**src/rtl/otp_session_ctrl_pkg.sv**
```systemverilog
// Shared definitions for the OTP session controller: state codes and
// default parameter values used by the RTL and the testbench.
package otp_session_ctrl_pkg;

    typedef enum logic [2:0] {
        ST_IDLE  = 3'd0,
        ST_GEN   = 3'd1,
        ST_LATCH = 3'd2,
        ST_SHOW  = 3'd3,
        ST_GRANT = 3'd4,
        ST_LOCK  = 3'd5
    } state_t;

    localparam int OTP_W_DEF        = 8;
    localparam int MAX_FAIL_DEF     = 3;
    localparam int EXPIRE_TICKS_DEF = 30;
    localparam int GRANT_TICKS_DEF  = 5;
    localparam int LOCK_TICKS_DEF   = 10;
    localparam int TCW_DEF          = 6;

    // States whose dwell time is measured in slow-divider ticks.
    function automatic logic is_timed(input state_t s);
        return (s == ST_SHOW) || (s == ST_GRANT) || (s == ST_LOCK);
    endfunction

endpackage

```
**src/rtl/otp_session_ctrl_timer.sv**
```systemverilog
// Tick counter for the session controller: clear, tick enable, saturating
// count, and a done strobe on the tick that reaches the terminal value.
module session_timer #(
    parameter int TCW = 6
) (
    input  logic           clk,
    input  logic           rst_n,
    input  logic           clr,
    input  logic           en,
    input  logic [TCW-1:0] term,
    output logic           done
);

    localparam logic [TCW-1:0] ONE   = TCW'(1);
    localparam logic [TCW-1:0] SAT_V = {TCW{1'b1}};

    logic [TCW-1:0] count_q, count_d;

    // NOTE: every variable written here gets its default first, so no path leaves it unassigned and no latch is inferred.
    always_comb begin
        count_d = count_q;
        if (clr) begin
            count_d = '0;
        end else if (en && (count_q != SAT_V)) begin
            count_d = count_q + ONE;
        end
    end

    // NOTE: state registers use non-blocking assignments so all flops update from pre-edge values.
    always_ff @(posedge clk or negedge rst_n) begin
        if (!rst_n) begin
            count_q <= '0;
        end else begin
            count_q <= count_d;
        end
    end

    assign done = en && (count_q == (term - ONE));

endmodule

```
**src/rtl/otp_session_ctrl.sv**
```systemverilog
// Session controller: issues one OTP per session from the LFSR, checks the
// entered code, and enforces expiry, failed-attempt counting and lockout.
module otp_session_ctrl
    import otp_session_ctrl_pkg::*;
#(
    parameter int OTP_W        = OTP_W_DEF,
    parameter int MAX_FAIL     = MAX_FAIL_DEF,
    parameter int EXPIRE_TICKS = EXPIRE_TICKS_DEF,
    parameter int GRANT_TICKS  = GRANT_TICKS_DEF,
    parameter int LOCK_TICKS   = LOCK_TICKS_DEF,
    parameter int TCW          = TCW_DEF
) (
    input  logic             clk,
    input  logic             rst_n,
    input  logic             tick,
    input  logic             gen_req,
    input  logic             submit,
    input  logic [OTP_W-1:0] code_in,
    input  logic [OTP_W-1:0] lfsr_q,
    output logic             lfsr_step,
    output logic [OTP_W-1:0] otp_out,
    output logic             disp_en,
    output logic             grant,
    output logic             fail,
    output logic             locked,
    output logic [1:0]       fail_cnt,
    output logic [2:0]       state_o
);

    localparam logic [TCW-1:0] EXPIRE_T = TCW'(EXPIRE_TICKS);
    localparam logic [TCW-1:0] GRANT_T  = TCW'(GRANT_TICKS);
    localparam logic [TCW-1:0] LOCK_T   = TCW'(LOCK_TICKS);
    localparam logic [1:0]     MAX_F    = 2'(MAX_FAIL);

    state_t           state_q, state_d;
    logic [OTP_W-1:0] otp_q, otp_d;
    logic [1:0]       fail_cnt_q, fail_cnt_d;
    logic             fail_q, fail_d;

    logic             tmr_en;
    logic             tmr_clr;
    logic             tmr_done;
    logic [TCW-1:0]   tmr_term;

    // Timer inputs depend only on registered state, keeping done out of any comb loop.
    assign tmr_en = tick && is_timed(state_q);

    always_comb begin
        tmr_term = EXPIRE_T;
        case (state_q)
            ST_GRANT: tmr_term = GRANT_T;
            ST_LOCK:  tmr_term = LOCK_T;
            default:  tmr_term = EXPIRE_T;
        endcase
    end

    session_timer #(.TCW(TCW)) u_timer (
        .clk   (clk),
        .rst_n (rst_n),
        .clr   (tmr_clr),
        .en    (tmr_en),
        .term  (tmr_term),
        .done  (tmr_done)
    );

    always_comb begin
        state_d    = state_q;
        otp_d      = otp_q;
        fail_cnt_d = fail_cnt_q;
        fail_d     = 1'b0;
        case (state_q)
            ST_IDLE: begin
                if (gen_req) state_d = ST_GEN;
            end
            ST_GEN: begin
                state_d = ST_LATCH;
            end
            ST_LATCH: begin
                otp_d   = lfsr_q;
                state_d = ST_SHOW;
            end
            ST_SHOW: begin
                // A submit takes priority over an expiry tick in the same cycle.
                if (submit) begin
                    if (code_in == otp_q) begin
                        state_d    = ST_GRANT;
                        fail_cnt_d = 2'd0;
                    end else begin
                        fail_d     = 1'b1;
                        fail_cnt_d = fail_cnt_q + 2'd1;
                        if ((fail_cnt_q + 2'd1) == MAX_F) state_d = ST_LOCK;
                    end
                end else if (tmr_done) begin
                    state_d = ST_IDLE;
                    otp_d   = '0;
                end
            end
            ST_GRANT: begin
                if (tmr_done) begin
                    state_d = ST_IDLE;
                    otp_d   = '0;
                end
            end
            ST_LOCK: begin
                if (tmr_done) begin
                    state_d    = ST_IDLE;
                    otp_d      = '0;
                    fail_cnt_d = 2'd0;
                end
            end
            default: begin
                state_d = ST_IDLE;
            end
        endcase
    end

    assign tmr_clr = (state_d != state_q);

    // NOTE: asynchronous reset clears every register immediately, without waiting for a clock edge.
    always_ff @(posedge clk or negedge rst_n) begin
        if (!rst_n) begin
            state_q    <= ST_IDLE;
            otp_q      <= '0;
            fail_cnt_q <= 2'd0;
            fail_q     <= 1'b0;
        end else begin
            state_q    <= state_d;
            otp_q      <= otp_d;
            fail_cnt_q <= fail_cnt_d;
            fail_q     <= fail_d;
        end
    end

    assign lfsr_step = (state_q == ST_GEN);
    assign disp_en   = (state_q == ST_SHOW);
    assign grant     = (state_q == ST_GRANT);
    assign locked    = (state_q == ST_LOCK);
    assign otp_out   = otp_q;
    assign fail      = fail_q;
    assign fail_cnt  = fail_cnt_q;
    assign state_o   = state_q;

endmodule

```
**config.mk**
```make
export PLATFORM = sky130hd
export DESIGN_NAME = otp_session_ctrl
export DESIGN_NICKNAME = d
export VERILOG_FILES = /design/src/rtl/otp_session_ctrl_pkg.sv /design/src/rtl/otp_session_ctrl_timer.sv /design/src/rtl/otp_session_ctrl.sv
export SDC_FILE = /design/constraint.sdc
export NUM_CORES = 1
export LEC_CHECK = 0
export BUFFER_PORTS_ARGS = -buffer_cell sky130_fd_sc_hd__buf_2
export CORE_MARGIN = 1
export CORE_UTILIZATION = 39
export DETAILED_ROUTE_END_ITERATION = 8
export PLACE_DENSITY_LB_ADDON = 0.15
export SYNTH_ARGS = -nofsm -noshare
export SYNTH_HDL_FRONTEND = slang
export SYNTH_SLANG_ARGS = --single-unit
```
**constraint.sdc**
```tcl
create_clock -name clk -period 4.6 [get_ports clk]
set_clock_uncertainty 0.2 [all_clocks]
set_input_delay 0.23 -clock clk [delete_from_list [all_inputs] [get_ports clk]]
set_output_delay 0.23 -clock clk [all_outputs]
set_load 0.02 [all_outputs]
```
### Yosys cells after proc, flatten, opt, wreduce, memory -nomap -nowiden

Index checks and enable logic that the tools add are counted.
Widths: inputs -> output; s select.

| word-level totals | value |
|---|---|
| word-level logic and storage cells | 52 |
| bits in registers | 20 |
| input bits | 21 |

| operators by class | value |
|---|---|
| equal/unequal tests | 13 |
| mux-type cells | 19 |
| reductions and logical operators | 12 |
| $add $sub $neg | 3 |

Operators by type and width:

| cell | count |
|---|---|
| $pmux 8 s3 | 1 |
| $mux 8 | 2 |
| $mux 3 | 5 |
| $pmux 3 s5 | 1 |
| $mux 6 | 2 |
| $pmux 5 s2 | 1 |
| $eq 8x8->1 | 1 |
| $add 6x1->6 const B | 1 |
| $eq 3x2->1 const B | 2 |
| $eq 3x3->1 const B | 2 |
| $eq 6x6->1 | 1 |
| $mux 2 | 3 |
| $ne 6x6->1 const B | 1 |
| $sub 5x1->6 const B | 1 |
| $ne 2x2->1 const B | 2 |
| $pmux 2 s2 | 1 |
| $reduce_bool 2->1 | 2 |
| $eq 3x1->1 const B | 1 |
| $logic_and 1x1->1 | 3 |
| $logic_not 3->1 | 1 |
| $mux 1 | 3 |
| $ne 3x3->1 | 1 |
| $reduce_and 3->1 | 1 |
| $reduce_bool 3->1 | 1 |
| other kinds (6) | 7 |

### Depth between registers and ports, before layout

Gate-level depths: netlist of the first run.

| logic depth | value |
|---|---|
| depth after elaboration | 10 |
| gate-level depth with buffers | 8 |
| depth with buffers taken out | 7 |

### Modules after synthesis

A second synthesis of the first run with hierarchy kept.

| second synthesis, totals | value |
|---|---|
| cells, all modules | 132 |
| area total of the unflattened synthesis | 1300.0 µm² |

By module, submodules not included:

| module | cells each | times used | area an instance (µm²) |
|---|---|---|---|
| otp_session_ctrl | 84 | 1 | 840.8 |
| session_timer | 48 | 1 | 459.2 |

### Worst setup path after synthesis of the first run

No wires, ideal clock.

| timing path | value |
|---|---|
| kind | register -> register |
| start | register state_q[0] (netlist: state_o[0]) |
| end | register u_timer.count_q[0] |
| cell stages (with the launch flop) | 6 |
| library setup time | 0.138 ns |
| arrival time | 1.845 ns |
| slack | 2.417 ns |
| cell sequence | dfrtp_1 -> or4b_4 -> a211oi_2 -> nor2_2 -> nor4b_4 -> nor3_1 |

| between the ends | value |
|---|---|
| word-level cells in the longest chain between the ends | 10 |

RTL lines:

| what | RTL line | source |
|---|---|---|
| from (decl) | otp_session_ctrl.sv:35 | `state_t state_q, state_d;` |
| from (signal assigned) | otp_session_ctrl.sv:127 | `state_q <= state_d;` |
| $eq 3x3->1 / $eq 3x2->1 (equally long branches) | otp_session_ctrl_pkg.sv:23, otp_session_ctrl.sv:50, otp_session_ctrl.sv:71 |  |
| $pmux 5 s2 / $logic_or 1x1->1 (equally long branches) | otp_session_ctrl.sv:50, otp_session_ctrl_pkg.sv:23 |  |
| $sub 5x1->6 / $logic_or 1x1->1 (equally long branches) | otp_session_ctrl_timer.sv:38, otp_session_ctrl_pkg.sv:23 |  |
| $eq 6x6->1 / $logic_and 1x1->1 (equally long branches) | otp_session_ctrl_timer.sv:38, otp_session_ctrl.sv:46 |  |
| $logic_and 1x1->1 | otp_session_ctrl_timer.sv:38 | `assign done = en && (count_q == (term - ONE));` |
| $mux 3 | otp_session_ctrl.sv:93, otp_session_ctrl.sv:99, otp_session_ctrl.sv:105 |  |
| $mux 3 | otp_session_ctrl.sv:84 | `if (submit) begin` |
| $pmux 3 s5 | otp_session_ctrl.sv:71 | `case (state_q)` |
| $ne 3x3->1 | otp_session_ctrl.sv:117 | `assign tmr_clr = (state_d != state_q);` |
| $mux 6 / $reduce_bool 2->1 (equally long branches) | - |  |
| to (signal assigned) | otp_session_ctrl_timer.sv:34 | `count_q <= count_d;` |
| to (decl) | otp_session_ctrl_timer.sv:17 | `logic [TCW-1:0] count_q, count_d;` |

Parallel ways exist; a longest one is shown, timed or not.
A chain may end at the register's enable or synchronous reset.

### Worst setup path in the final report of the first run

| timing path | value |
|---|---|
| start | register state_q[0] (netlist: state_o[0]) |
| end | register otp_q[7] (netlist: otp_out[7]) |

| between the ends | value |
|---|---|
| word-level cells in the longest chain between the ends | 8 |

RTL lines:

| what | RTL line | source |
|---|---|---|
| $eq 3x3->1 / $eq 3x2->1 (equally long branches) | otp_session_ctrl_pkg.sv:23, otp_session_ctrl.sv:50, otp_session_ctrl.sv:71 |  |
| $pmux 5 s2 / $logic_or 1x1->1 (equally long branches) | otp_session_ctrl.sv:50, otp_session_ctrl_pkg.sv:23 |  |
| $sub 5x1->6 / $logic_or 1x1->1 (equally long branches) | otp_session_ctrl_timer.sv:38, otp_session_ctrl_pkg.sv:23 |  |
| $eq 6x6->1 / $logic_and 1x1->1 (equally long branches) | otp_session_ctrl_timer.sv:38, otp_session_ctrl.sv:46 |  |
| $logic_and 1x1->1 | otp_session_ctrl_timer.sv:38 |  |
| $mux 8 (2 in series) | - |  |
| $pmux 8 s3 | otp_session_ctrl.sv:71 |  |
| to (signal assigned) | otp_session_ctrl.sv:128 | `otp_q <= otp_d;` |
| to (decl) | otp_session_ctrl.sv:36 | `logic [OTP_W-1:0] otp_q, otp_d;` |

Parallel ways exist; a longest one is shown, timed or not. The select of a mux whose other input is x is not followed.

==> run metrics, run 1 <==
status=finished with violations; failing checks=DRC; crit share post-route=0.5551; layout cells sized above 1=0.2678; Final Critical Period=2.554 ns; Synth top area share=0.4171; Starting Density=0.4241; Die ar.=3302 um2; Leak=0.7676 nW; Cells after Synth=133; reg2reg start=state_o[0]; CTS Buf Count=3; max-cap violations=0; CP top delay family=compound AO/OA/AOI/OAI gates; Via-to-Cell Ratio=5.439; Worst R2R Setup Slack=2.05 ns; port bufs=38; CTS tree=yes; Synth Cell Area=1200 um2; final setup violation count=0; # IOs=39; Die Ht=57.47 um; crit start category=flop; cell taking the most area after synthesis=dfrtp_1; hold path depth=4; critical path buffer and inverter count=0; Slowest cell on crit path=or4b_4; DRT Pass-1 Iters=6; H-tree lvl count=1; Sw Share=0.4768; crit-path max cell delay=0.60 ns; number of global-route vias before repair=1111; worst-margin pin slew=0.5576 ns; core footprint=2829 um2; Synth async-reset ratio=1.000; CP max FO=13; PnR worst setup slack=2.046 ns; die width=57.47 um; PD cells=570.3 nW/um2; Via Count=1164; sequential-to-total area share from yosys stat=0.4171; ANT cells=0; root buffer cell=clkbuf_4; crit end category=flop; first-pass GRT wire length=4968 um; total grt overflow=0; WS Path Type=flop to flop; initial antenna violation count=0; clk sink count=20; Final Net Count=207; routed len/inst=14.27 um; max-slew violations=0; FP Rows=19; DRT antenna net count=0; reg2reg path depth=5; f_max=391.6 MHz; synth top area cells=dfrtp_1 (42%), nand2_1 (6.9%), o21ai_0 (6.7%); largest net degree at the start of global routing=21; 1st-iter DRT viols=38; power share of the combinational group=0.528; Fin. Hold Viols=0; # fillers=271; pre-CTS setup slack=2.052 ns; peak supply drop=0.2373 mV; total track usage=0.1986; Worst Min Path Start=submit; area delta synth->final=29.82%; Tightest Hold Check Type=input pin to flop; Pint=0.4648 mW; r2r endpoint=otp_out[7]; syn_nets=156; CP Cell Sequence=or4b_4 -> a211oi_1 -> nor2_1 -> o2bb2ai_1 -> o21ai_0; unrepaired setup endpoints after global routing=no; arrival time worst endpoint=2.52 ns; Clock transition at path regs=0.11 ns; Synth Flop Type=dfrtp_1; GPL Wtd Cong=0.8338; Post-synth EDFFs=0; clock power share=0.113; Crit path depth=5; Clock Tree Buf Depth=2; Switch Pwr=0.4236 mW; relative slew slack=0.6269; DR DRC count=3; count of cell types in the netlist=34; final WL=3054 um; FF+latch count, synth=20; setup TNS=0 ns; Ys Warns=0; worst hold path endpoint=state_o[2]; final HPWL from detailed placement=2211 um; Syn Area/Cell=9.022 um2; worst-skew pair later-pin latency=0.30 ns; Flop pwr share=0.358; CP required=4.56 ns
==> placed cells by master (no fill, tap or decap), types with 4 or more instances in the layout <==
cell,Yosys,final
buf_2,0,38
inv_1,5,5
nor2_1,7,7
dfrtp_1,20,20
nand2b_1,4,4
dlygate4sd3_1,0,10
nor3_1,8,8
nand3_1,4,4
o21ai_0,16,16
xor2_1,8,8
nand2_1,22,22
mux2i_1,5,5
==> synthesized netlist by cell type, types with 3 or more instances <==
cell / number
nor2_1: 7
o211ai_1: 3
dfrtp_1: 20
nand3_1: 4
xor2_1: 8
inv_1: 5
nand4_1: 3
nand2_1: 22
o21ai_0: 16
nor3_1: 8
nand2b_1: 4
mux2i_1: 5
==> state kept, by name (all words and copies together), names as in the netlist <==
signal and flops:
u_timer.count_q 6, fail 1, otp_out 8, state_o 3
fail_cnt 2
==> tightest hold or removal path, stage by stage <==
cell	delay, ns
buf_2	0.13
nand2b_1	0.07
a21oi_1	0.08
o22ai_1	0.12
==> what timing repair did <==
item                                   in CTS  in global routing
hold buffers                               10                  0
endpoints found under the hold margin      29                  0
setup buffers                               0                  0
resized for setup                           0                  0
==> routing by layer <==
metal | track usage | vias up | part of all wire
met5 | 0 | - | 0
met3 | 0.04762 | 6 | 0.044
met2 | 0.3621 | 23 | 0.50
li1 | - | 579 | -
met4 | 0.06969 | 0 | 0.016
met1 | 0.2238 | 556 | 0.44
==> cells by family (layout without fill, tap and decap cells) <==
family	count (synthesis)	after routing	synth area share
xor gates and xnor gates	9	9	0.06570
buffers and inverters	7	57	0.02190
muxes	5	5	0.04171
DFF	20	20	0.4171
AOI/OAI and AO/OA	30	30	0.1637
adders and majority gates	2	2	0.02085
and+or+nand+nor	60	60	0.2690
==> layout make-up <==
cell class / instances / area (um2) / share of cell area
Sequential cell: 20 / 500.5 / 0.3213
Inverter: 5 / 18.77 / 0.01205
Clock buffer: 4 / 36.28 / 0.02329
Timing Repair Buffer: 48 / 290.3 / 0.1863
Tap cell: 31 / 38.79 / 0.02490
Multi-Input combinational cell: 106 / 673.1 / 0.4321
==> per-stage QoR <==
step,instance area (um2),cells,hold slack (ns),util,total power [mW]
finish,1558,214,0.1741,0.5506,0.8884
global placement,1421,200,0.0007028,0.5024,0.7725
global route,1558,214,0.1930,0.5506,0.9591
detailed placement,1421,200,-0.001243,0.5024,0.7857
floorplan,1200,133,-0.2656,-,0.6354
CTS,1558,214,0.1574,0.5506,0.8952
==> power by group through the flow <==
stage	Clock, mW	Sequential (mW)	Combinational, mW
4_1_cts	0.106	0.317	0.472
5_1_grt	0.111	0.329	0.519
3_5_place_dp	0	0.322	0.464
6_report	0.101	0.318	0.469
3_3_place_gp	0	0.316	0.456
2_1_floorplan	0	0.367	0.269
==> how the worst max path moves through the flow <==
stage                     from                 end
floorplan           state_o[0]  u_timer.count_q[0]
global placement    state_o[0]          otp_out[1]
detailed placement  state_o[0]          otp_out[7]
CTS                 state_o[0]          otp_out[7]
global route        state_o[0]          otp_out[5]
finish              state_o[0]          otp_out[7]
No activity file was read; power rests on OpenSTA's default activity.
==> inputs of run 2 (changes only) <==
- clock period: 4.6 -> 2.2 ns (I/O delays scaled with it)
==> run 2 against run 1 <==
  * The flow still finishes with violations (DRC)
  * Combinational power up 150%
  * Via count up 2.3%
  * Power up 120%
  * Design area up 8.2%
  * Setup slack worse by 2.0 ns
  * Sequential cell count unchanged
  * Hold slack worse by 0.11 ns
  * Clock power up 60%
  * Final cell count up 6.1%
  * Utilization up 4.5 points
  * Count of clock-buffer cells in the layout down 1
  * Maximum frequency up 21%
  * Critical path type unchanged
  * Largest cell class unchanged
==> run metrics, run 2 (synthesized netlist as in run 1, its figures left out) <==
status=finished with violations; failing checks=DRC; DRT Pass-1 Iters=6 (unchanged); Worst R2R Setup Slack=0.09 ns (-1.96 ns); DRT antenna net count=0 (unchanged); Switch Pwr=0.9159 mW (+120%); crit end category=flop; multi-input logic area=709.4 um2 (+5.4%); Reg area=500.5 um2 (unchanged); Via Count=1191 (+2.3%); reg2reg path depth=6 (+1); total grt overflow=0 (unchanged); max-slew violations=0 (unchanged); Sw Share=0.4675 (-0.009360); Fin. Hold Viols=0 (unchanged); Tightest Hold Check Type=input pin to flop; most frequent cells in the layout=buf_2 (38), nand2_1 (22), dfrtp_1 (20); crit share post-route=0.9602 (+0.4051); 1st-iter DRT viols=36 (-5.3%); DR DRC count=3 (unchanged); PD cells=1163 nW/um2 (+100%); final WL=3097 um (+1.4%); root buffer cell=clkbuf_4; final HPWL from detailed placement=2270 um (+2.7%); f_max=473.4 MHz (+21%); unrepaired setup endpoints after global routing=no; reg2reg start=state_o[0]; Starting Density=0.4241 (unchanged); largest net degree at the start of global routing=21 (unchanged); Final Critical Period=2.113 ns (-0.4410 ns); clk sink count=20 (unchanged); Clock Tree Buf Depth=2 (unchanged); Die ar.=3302 um2 (unchanged); Die Ht=57.47 um (unchanged); initial antenna violation count=0 (unchanged); relative slew slack=0.6127 (-0.01419); peak supply drop=0.6378 mV (+170%); Worst Min Path Start=submit; GPL Wtd Cong=0.8113 (-2.7%); r2r endpoint=u_timer.count_q[4]; crit start category=flop; max-cap violations=0 (unchanged); port bufs=38 (unchanged); pre-CTS setup slack=-0.01153 ns (-2.063 ns); worst hold path endpoint=fail; Clock transition at path regs=0.10 ns (about the same); hold path depth=4 (unchanged); # IOs=39 (unchanged); worst-skew pair later-pin latency=0.29 ns (about the same); core footprint=2829 um2 (unchanged); CTS Buf Count=3 (unchanged); PnR worst setup slack=0.08748 ns (-1.959 ns); final setup violation count=0 (unchanged); setup TNS=0 ns (unchanged); ANT cells=0 (unchanged); WS Path Type=flop to flop; clock power share=0.083 (-0.030); worst-margin pin slew=0.5788 ns (+0.02120 ns); Final Net Count=221 (+6.8%); area delta synth->final=40.46%; Leak=0.8342 nW (+8.7%); power share of the combinational group=0.599 (+0.071); CP max FO=4 (-9); Largest register FFs=8 (unchanged); first-pass GRT wire length=5071 um (+2.1%); # fillers=263 (-3.0%); layout cells sized above 1=0.3418 (+0.07408); number of global-route vias before repair=1160 (+4.4%); CTS tree=yes; Pint=1.043 mW (+120%); FP Rows=19 (unchanged); CP required=2.18 ns (-2.38 ns); most common cell after layout, fill and taps aside=buf_2; Power Total=1.959 mW (+120%); H-tree lvl count=1 (unchanged); total track usage=0.2032 (+0.004598); routed len/inst=13.64 um (-4.4%); die width=57.47 um (unchanged); Via-to-Cell Ratio=5.247 (-3.5%); arrival time worst endpoint=2.10 ns (-0.42 ns); Flop pwr share=0.319 (-0.039)
==> run 2: final cells by class <==
type,instances,share of cell area
Multi-Input combinational cell,106,0.4209
Sequential cell,20,0.2970
Timing Repair Buffer,62,0.2346
Tap cell,31,0.02301
Clock buffer,3,0.01336
Inverter,5,0.01114
==> run 2: worst max path at each step <==
stage | from | end | slack (ns) | cells past startpoint
floorplan | state_o[0] | u_timer.count_q[0] | 0.02 | 5
global placement | state_o[0] | u_timer.count_q[1] | 0.04 | 5
detailed placement | otp_out[2] | u_timer.count_q[0] | -0.01 | 6
CTS | state_o[0] | u_timer.count_q[5] | 0.08 | 6
global route | state_o[0] | u_timer.count_q[5] | 0.0006 | 6
finish | state_o[0] | u_timer.count_q[4] | 0.09 | 6
==> run 2: metal layers <==
layer,share of wire,global-route usage,wire [um],vias up
li1,-,-,-,601
met1,0.43,0.2450,1325,563
met2,0.53,0.3754,1628,25
met3,0.040,0.04308,125,2
met4,0.0058,0.03136,18,0
met5,0,0,0,-
==> run 2: per-stage QoR <==
| step | util | hold slack [ns] | area, um2 | cells |
|---|---|---|---|---|
| after floorplan | - | -0.3856 | 1200 | 133 |
| after global placement | 0.5343 | -0.1175 | 1511 | 212 |
| after detailed placement | 0.5343 | -0.1132 | 1511 | 212 |
| after CTS | 0.5851 | 0.03900 | 1655 | 227 |
| after global routing | 0.5958 | 0.08370 | 1685 | 227 |
| final | 0.5958 | 0.05983 | 1685 | 227 |
==> run 2: critical path, cell delays in order (launching register included) <==
cell	delay [ns]
dfrtp_1	0.39
or4b_4	0.57
a211oi_4	0.25
nor2_2	0.10
nor4b_4	0.27
buf_4	0.17
nor3_1	0.05
==> run 2: repair_timing <==
action / 4_1_cts / 5_1_grt
resized for setup: 1 / 5
setup buffers: 2 / 0
pin swaps: 1 / 3
hold buffers: 10 / 0
endpoints found under the hold margin: 29 / 0
setup endpoints to repair: 6 / 14
==> run 2: power by group through the flow <==
stage / Sequential [mW] / Combinational, mW / Clock, mW
after floorplan: 0.766 / 0.562 / 0
after global placement: 0.623 / 1.07 / 0
after detailed placement: 0.630 / 1.09 / 0
after CTS: 0.624 / 1.15 / 0.174
after global routing: 0.646 / 1.28 / 0.185
final: 0.624 / 1.17 / 0.162
